--- src/rtl/sv_video_pkg.sv ---
`default_nettype none
// ============================================================================
// sv_video_pkg : shared constants and fetch-state type for the video path
// Revision     : 1.0
// ============================================================================
package sv_video_pkg;

  localparam int BYTES_PER_ROW = 48;
  localparam int FETCH_LEN     = 41;
  localparam int LCD_W         = 160;
  localparam int LCD_H         = 160;
  localparam int VRAM_AW       = 13;

  typedef enum logic [1:0] {
    IDLE  = 2'd0,
    FETCH = 2'd1,
    DRAIN = 2'd2
  } fetch_state_e;

endpackage
`default_nettype wire

--- src/rtl/line_ram.sv ---
`default_nettype none
// ============================================================================
// line_ram : 128x8 simple dual-port line store, registered read port
// Revision : 1.0
// ============================================================================
module line_ram (
  input  logic       clk,
  input  logic       we_i,
  input  logic [6:0] waddr_i,
  input  logic [7:0] wdata_i,
  input  logic       re_i,
  input  logic [6:0] raddr_i,
  output logic [7:0] rdata_o
);

  // No reset on storage or read register so the array maps onto block RAM.
  logic [7:0] mem_q [128];
  logic [7:0] rdata_q;

  always_ff @(posedge clk) begin
    if (we_i) begin
      mem_q[waddr_i] <= wdata_i;
    end
    if (re_i) begin
      rdata_q <= mem_q[raddr_i];
    end
  end

  assign rdata_o = rdata_q;

endmodule
`default_nettype wire

--- src/rtl/vram_line_fetch.sv ---
`default_nettype none
// ============================================================================
// vram_line_fetch : prefetches one LCD row of VRAM into a double-buffered
//                   line store and serves 2-bit pixel codes from the other bank
// Revision        : 1.0
// ============================================================================
module vram_line_fetch #(
  parameter int BYTES_PER_ROW = sv_video_pkg::BYTES_PER_ROW,
  parameter int FETCH_LEN     = sv_video_pkg::FETCH_LEN
) (
  input  logic                             clk,
  input  logic                             reset_n,
  input  logic                             ce,
  input  logic                             line_start,
  input  logic [7:0]                       lcd_line,
  input  logic [7:0]                       lcd_xscroll,
  input  logic [7:0]                       lcd_yscroll,
  output logic                             vram_req,
  output logic [sv_video_pkg::VRAM_AW-1:0] vram_addr,
  input  logic                             vram_gnt,
  input  logic [7:0]                       vram_data,
  input  logic [7:0]                       pix_x,
  output logic [1:0]                       pix,
  output logic                             busy,
  output logic                             underrun
);
  import sv_video_pkg::*;

  localparam logic [5:0] K_LAST = 6'(FETCH_LEN - 1);

  fetch_state_e state_q;
  logic         req_q;
  logic [12:0]  addr_q;
  logic [5:0]   k_q;
  logic [5:0]   w_q;
  logic         beat_q;
  logic         disp_bank_q;
  logic [1:0]   fill_fine_q;
  logic [1:0]   disp_fine_q;
  logic         underrun_q;
  logic         pix_vld_q;
  logic [1:0]   sel_q;

  logic [7:0]   row_d;
  logic [13:0]  pitch_d;
  logic [12:0]  base_d;
  logic [7:0]   p_d;
  logic [7:0]   rd_byte;
  logic [1:0]   pix_sel;

  assign row_d   = lcd_yscroll + lcd_line;
  assign pitch_d = 14'(row_d) * 14'(BYTES_PER_ROW);
  assign base_d  = 13'(pitch_d + {8'b0, lcd_xscroll[7:2]});
  // pix_x <= 159 plus fine <= 3 never exceeds 8 bits.
  assign p_d     = pix_x + {6'b0, disp_fine_q};

  always_ff @(posedge clk or negedge reset_n) begin
    if (!reset_n) begin
      state_q     <= IDLE;
      req_q       <= 1'b0;
      addr_q      <= '0;
      k_q         <= '0;
      w_q         <= '0;
      beat_q      <= 1'b0;
      disp_bank_q <= 1'b0;
      fill_fine_q <= '0;
      disp_fine_q <= '0;
      underrun_q  <= 1'b0;
      pix_vld_q   <= 1'b0;
      sel_q       <= '0;
    end else if (ce) begin
      beat_q    <= 1'b0;
      pix_vld_q <= 1'b1;
      sel_q     <= p_d[1:0];
      if (beat_q) begin
        w_q <= w_q + 6'd1;
      end
      if (line_start) begin
        if (state_q != IDLE) begin
          underrun_q <= 1'b1;
        end
        disp_bank_q <= ~disp_bank_q;
        disp_fine_q <= fill_fine_q;
        fill_fine_q <= lcd_xscroll[1:0];
        addr_q      <= base_d;
        k_q         <= '0;
        w_q         <= '0;
        req_q       <= 1'b1;
        state_q     <= FETCH;
      end else begin
        case (state_q)
          FETCH: begin
            if (vram_gnt) begin
              beat_q <= 1'b1;
              k_q    <= k_q + 6'd1;
              addr_q <= addr_q + 13'd1;
              if (k_q == K_LAST) begin
                req_q   <= 1'b0;
                state_q <= DRAIN;
              end
            end
          end
          DRAIN: begin
            if (beat_q) begin
              state_q <= IDLE;
            end
          end
          default: begin
          end
        endcase
      end
    end
  end

  line_ram u_line_ram (
    .clk     (clk),
    .we_i    (ce & beat_q),
    .waddr_i ({~disp_bank_q, w_q}),
    .wdata_i (vram_data),
    .re_i    (ce),
    .raddr_i ({disp_bank_q, p_d[7:2]}),
    .rdata_o (rd_byte)
  );

  always_comb begin
    pix_sel = 2'b00;
    case (sel_q)
      2'd0: pix_sel = rd_byte[1:0];
      2'd1: pix_sel = rd_byte[3:2];
      2'd2: pix_sel = rd_byte[5:4];
      2'd3: pix_sel = rd_byte[7:6];
      default: pix_sel = 2'b00;
    endcase
  end

  assign vram_req  = req_q;
  assign vram_addr = addr_q;
  assign busy      = (state_q != IDLE);
  assign underrun  = underrun_q;
  assign pix       = pix_vld_q ? pix_sel : 2'b00;

endmodule
`default_nettype wire

--- config.mk ---
export PLATFORM = sky130hd
export DESIGN_NAME = vram_line_fetch
export DESIGN_NICKNAME = d
export VERILOG_FILES = /design/src/rtl/sv_video_pkg.sv /design/src/rtl/line_ram.sv /design/src/rtl/vram_line_fetch.sv
export SDC_FILE = /design/constraint.sdc
export NUM_CORES = 1
export LEC_CHECK = 0
export CAP_MARGIN = 10
export CORE_MARGIN = 1
export CORE_UTILIZATION = 45
export DETAILED_ROUTE_END_ITERATION = 16
export SYNTH_ARGS = -nofsm -noshare
export SYNTH_HDL_FRONTEND = slang
export SYNTH_HIERARCHICAL = 1
export SYNTH_SLANG_ARGS = --single-unit
--- constraint.sdc ---
create_clock -name clk -period 7.8 [get_ports clk]
set_input_delay 1.95 -clock clk [delete_from_list [all_inputs] [get_ports clk]]
set_output_delay 1.95 -clock clk [all_outputs]
set_load 0.01 [all_outputs]
[Yosys cells after proc, flatten, opt, wreduce, memory -nomap -nowiden]
Memories as Yosys holds them, arrays and structs flattened. A register that Yosys moved wholly into a read port is not among the register bits.
Index checks and enable logic that the tools add are counted.
Operators by class
  $add $sub $neg: 6
  multipliers: 1
  equality and inequality tests: 9
  muxes and demuxes: 24
  bitwise gates (word level): 2
  reduce and logical (&&, ||, !) cells: 13
Operator list (number)
  2-to-1 mux 13 bit: 3
  2-to-1 mux 6 bit: 5
  adder 13 x 1 -> 13 bit (second input constant): 1
  adder 13 x 6 -> 13 bit: 1
  adder 6 x 1 -> 6 bit (second input constant): 2
  2-to-1 mux 2 bit: 5
  nonzero test 2 bit: 5
  multiplier 8 x 2 -> 9 bit (second input constant): 1
  2-to-1 mux 1 bit: 9
  != test 3 bit (second input constant): 3
  adder 8 x 2 -> 8 bit: 1
  adder 8 bit: 1
  case mux 2 bit (4 select lines): 1
  equality test 2 bit (second input constant): 3
  equality test 6 bit (second input constant): 1
  AND reduction 3 bit: 2
  AND reduction 5 bit: 1
  equality test 2 x 1 -> 1 bit (second input constant): 2
  case mux 2 bit (2 select lines): 1
  AND reduction 2 bit: 2
  AND reduction 4 bit: 1
  nonzero test 3 bit: 1
  logical NOT 2 bit: 1
  AND 1 bit: 1
  NOT 1 bit: 1
Word-level totals
  register bits after elaboration: 38
  RAM bits: 1024
  output and inout bits: 18
  logic and storage cells: 68
  memories kept: 1
Memory list
  u_line_ram.mem_q: depth 128, width 8, rd ports 1, clocked after Yosys merged registers in 1, wr ports 1, RTL line line_ram.sv:17  | logic [7:0] mem_q [128];

[Longest topological paths before layout]
  word-level depth: 5
  gate-level depth with buffers: 13
  depth with buffers taken out: 13

[Modules after synthesis]
The synthesis kept the hierarchy.
By module, submodules not included
  line_ram: times used 1, cells an instance 1635, area each 39745.6 um2, seq. area each 30989.7 um2
  vram_line_fetch: times used 1, cells an instance 308, area each 2869.0 um2, seq. area each 950.9 um2

[Worst setup path before layout]
No wires, ideal clock.
  path kind: input to register
  from: input pix_x[0]
  to: register u_line_ram.rdata_q[0] (netlist: u_line_ram/rdata_o[0]), read port of u_line_ram.mem_q (data pin)
  arrival time: 5171 ps
  slack: 2369 ps
  stages on the path: 12
  path buffers: 2
  path through: ha_1 inv_1 fa_1 nor2b_1 nand2_1 xnor2_1 buf_1 buf_1 mux4_2 mux4_2 mux4_2 mux2_2
On the way
  word-level cells in the longest chain between the ends: 1
RTL lines
  start, declared: RTL line vram_line_fetch.sv:22  | input logic [7:0] pix_x,
  adder 8 x 2 -> 8 bit: RTL line vram_line_fetch.sv:55  | assign p_d = pix_x + {6'b0, disp_fine_q};
  net p_d[4]: RTL line vram_line_fetch.sv:47  | logic [7:0] p_d;
  end, declared: RTL line line_ram.sv:18  | logic [7:0] rdata_q;
The timed path passes the listed nets, and every way through them passes these cells.
A chain may end at the register's enable or synchronous reset.

[Final worst setup path]
  from: input pix_x[0]
  to: register u_line_ram.rdata_q[1] (netlist: u_line_ram/rdata_o[1]), read port of u_line_ram.mem_q (data pin)
Same word-level chain as after synthesis.

==> flow_summary.yaml <==
status:
  status: "completed"
grt:
  gr-total-overflow: 0
  grt_pass1_vias: 20400
  grt_max_degree: 101
  grt_usage: 0.206
  grt_pass1_wl_um: 142000
  antenna_found_initial: 2
critical_path:
  rrSetupSlack_ns: 3.20
  slowest_delay_ns: 0.57
  slowest_stage: "mux4_2"
  cp.required_ns: 8.22
  path_depth: 13
  reg2regPathDepth: 12
  crit_path_frequent_cell: "mux4_2"
  crit_end: "u_line_ram/rdata_o[1]$_DFFE_PP_"
  crit_start: "pix_x[0]"
  worstSetupPathType: "input port to flop"
  crit_family: "multiplexers"
  critical_path.startpoint_type: "input port"
  reg2reg_from: "disp_fine_q[0]$_DFFE_PN0P_"
  critPathBufInv: 4
  cp_max_fo: 66
  crit_path_end_kind: "flop"
  crit_arrival_ns: 6.42
  r2r_end: "u_line_ram/rdata_o[1]$_DFFE_PP_"
  crit_chain: "clkdlybuf4s50_1 > ha_1 > inv_1 > fa_1 > nor2b_1 > nand2_1 > xnor2_2 > buf_12 > buf_12 > mux4_2 > mux4_2 > mux4_2 > mux2_2"
synthesis:
  synth_mux_area_frac: 0.182
  synthCells: 1943
  ys_ff_latch: 1070
  ys.warnings.count: 6
  synth_nets: 2014
  synthFlopType: "edfxtp_1"
  synthArstFlopShare: 0.0355
  synth_top_family_by_area: "multiplexers"
  syn_area_mm2: 0.0426
  synth_compound_area_frac: 0.0104
  synth_area_per_cell_um2: 21.9
  yosysSeqAreaShare: 0.750
  ys_types: 61
  synth_enable_flop_cells: 1032
  synth_fa_ha_area_frac: 0.00834
  synth-simple-area-share: 0.0295
  synth_xor_xnor_area_share: 0.00846
floorplanning:
  initial_core_util: 0.455
  die_y_um: 310
  dieArea_mm2: 0.0959
  core_mm2: 0.0936
  rows: 112
  io_pins: 63
  die_w_um: 310
clock_tree:
  tritoncts: "done"
  clockBufferDepth: 3
  clock_latency_ns: 0.69
  holdBufCountCts: 0
  worst_setup_hold_path_clk_slew_ns: 0.06
  cts.sinks: 1070
  cts-resized-gates: 0
  cts_made_buffers: 107
  post-cts-setup-buffers: 0
  cts_root_buffer: "clkbuf_16"
  cts-htree-levels: 3
placed_design:
  dp.cells: 3214
  detailed_place_hpwl_um: 60000
  gp_congestion: 0.812
  port_buffers: 62
timing:
  max_clock_freq_mhz: 167
  fin_worst_skew_ns: 0.0454
  maxSlewViolCount: 0
  post-route-period-util: 0.769
  setup_viol: 0
  hold_viol: 0
  slew_headroom: 0.157
  fin_tns_setup_ns: 0
  rsz0062_at_grt: "false"
  worstMarginPinSlew_ns: 1.26
  fin_crit_ns: 5.99
job:
  maxCapViolCount: 0
final_layout:
  layout_commonest_cell: "edfxtp_1"
  layout_common_cells: "edfxtp_1, mux4_2, nor2_1"
  diodes: 0
  nFillCells: 7376
  nets: 2140
  area_growth_pct: 13.6
  layout-drive-gt1-share: 0.271
  final_cells: 3416
min_path:
  hp-class: "flop to flop"
  min_from: "fill_fine_q[0]$_DFFE_PN0P_"
  worstHoldPathCells: 2
drt:
  met2_length_um: 46600
  wl_met1_um: 39900
  drt_iter0_drc: 1996
  top_layer: "met4"
  drc: 0
  via_per_inst: 5.87
  first_pass_iters: 5
  wl_per_cell_um: 28.0
  totalWireLength_um: 95800
  vias: 20000
  met3_length_um: 6660
  detail-route-antenna-nets: 0
power:
  power_density_mw_per_mm2: 272
  leakage_nw: 15.2
  power_mw: 13.2
  ir_drop_v: 0.000199
state kept, by name, summed over array words and instances (netlist names):
signal / count
u_line_ram/mem_q: 1024
vram_addr: 13
u_line_ram/rdata_o: 8
k_q: 6
w_q: 6
disp_fine_q: 2
fill_fine_q: 2
sel_q: 2
state_q: 2
beat_q: 1
disp_bank_q: 1
pix_vld_q: 1
underrun: 1
vram_req: 1
final cells by class:
class	count	area (µm²)	share of cell area
inverters	14	52.6	0.00109
well taps	1254	1570	0.0324
flip-flops and latches	1070	31900	0.660
clock buffers	133	2800	0.0578
clock inverters	69	651	0.0134
multi-input cells	761	10200	0.212
repair buffers	115	1150	0.0238
worst reg2reg max path, stage by stage, from the launching register on:
cell,delay [ns]
dfrtp_1,0.37
ha_1,0.20
inv_1,0.07
fa_1,0.42
nor2b_1,0.31
nand2_1,0.15
xnor2_2,0.32
buf_12,0.33
buf_12,0.42
mux4_2,0.45
mux4_2,0.57
mux4_2,0.48
mux2_2,0.27
power breakdown:
group	switching, mW	total (mW)	internal (mW)	leakage [nW]
Combinational	0.888	1.71	0.821	3.74
Clock	2.11	4.99	2.88	1.68
Sequential	0.0893	6.45	6.36	9.74
Total	3.09	13.2	10.1	15.2
metrics by stage:
step | worst slack [ns] | util | hold WS, ns | instance area [µm²]
after floorplan | 2.37 | - | 0.439 | 42600
after global placement | 1.12 | 0.480 | 0.443 | 44900
after detailed placement | 1.16 | 0.480 | 0.471 | 45000
after CTS | 1.83 | 0.517 | 0.483 | 48400
after global routing | 1.69 | 0.517 | 0.496 | 48400
final | 1.81 | 0.517 | 0.486 | 48400
worst min-delay path by stage:
stage,to,slack [ns]
finish,disp_fine_q[0]$_DFFE_PN0P_,0.49
global route,disp_fine_q[0]$_DFFE_PN0P_,0.50
CTS,disp_fine_q[0]$_DFFE_PN0P_,0.48
detailed placement,disp_fine_q[0]$_DFFE_PN0P_,0.47
global placement,underrun$_DFFE_PN0P_,0.44
floorplan,disp_fine_q[0]$_DFFE_PN0P_,0.44
Yosys cell counts, types with 2 or more instances:
cell type,instances,area share
edfxtp_1,1032,0.73
mux4_2,338,0.18
nor2_1,149,0.013
clkbuf_1,51,0.0045
nand2_1,45,0.0040
dfrtp_1,38,0.022
ha_1,22,0.0065
a21oi_1,20,0.0023
nand3_1,20,0.0023
buf_1,18,0.0016
xnor2_1,18,0.0037
buf_2,16,0.0019
xor2_1,16,0.0033
nor2b_1,15,0.0022
inv_1,14,0.0012
buf_4,12,0.0021
a21o_1,11,0.0019
nand4_1,11,0.0016
mux2_2,10,0.0026
o21ai_0,10,0.0012
nor3_1,9,0.0011
and2_1,6,0.00088
o22ai_1,6,0.00088
fa_1,4,0.0019
mux2i_1,4,0.00094
or2_2,4,0.00059
and3_1,3,0.00044
nand2b_1,3,0.00044
a221oi_1,2,0.00041
a31oi_1,2,0.00029
nor4_1,2,0.00029
o211ai_1,2,0.00035
or4_1,2,0.00035
routing by layer:
metal,vias to the layer above,global-route usage
met5,-,0
met4,0,0.0595
met3,144,0.0333
met2,719,0.331
met1,10800,0.293
li1,8400,-
cell families (layout without fill, tap and decap cells):
family          after synthesis  after routing
mux                         352            352
buf+inv                     112            331
simple gates                279            279
compound gates               67             67
flops                      1070           1070
xor+xnor                     37             37
fa+ha+maj                    26             26
Note: power is estimated with default switching activity, not from simulation.
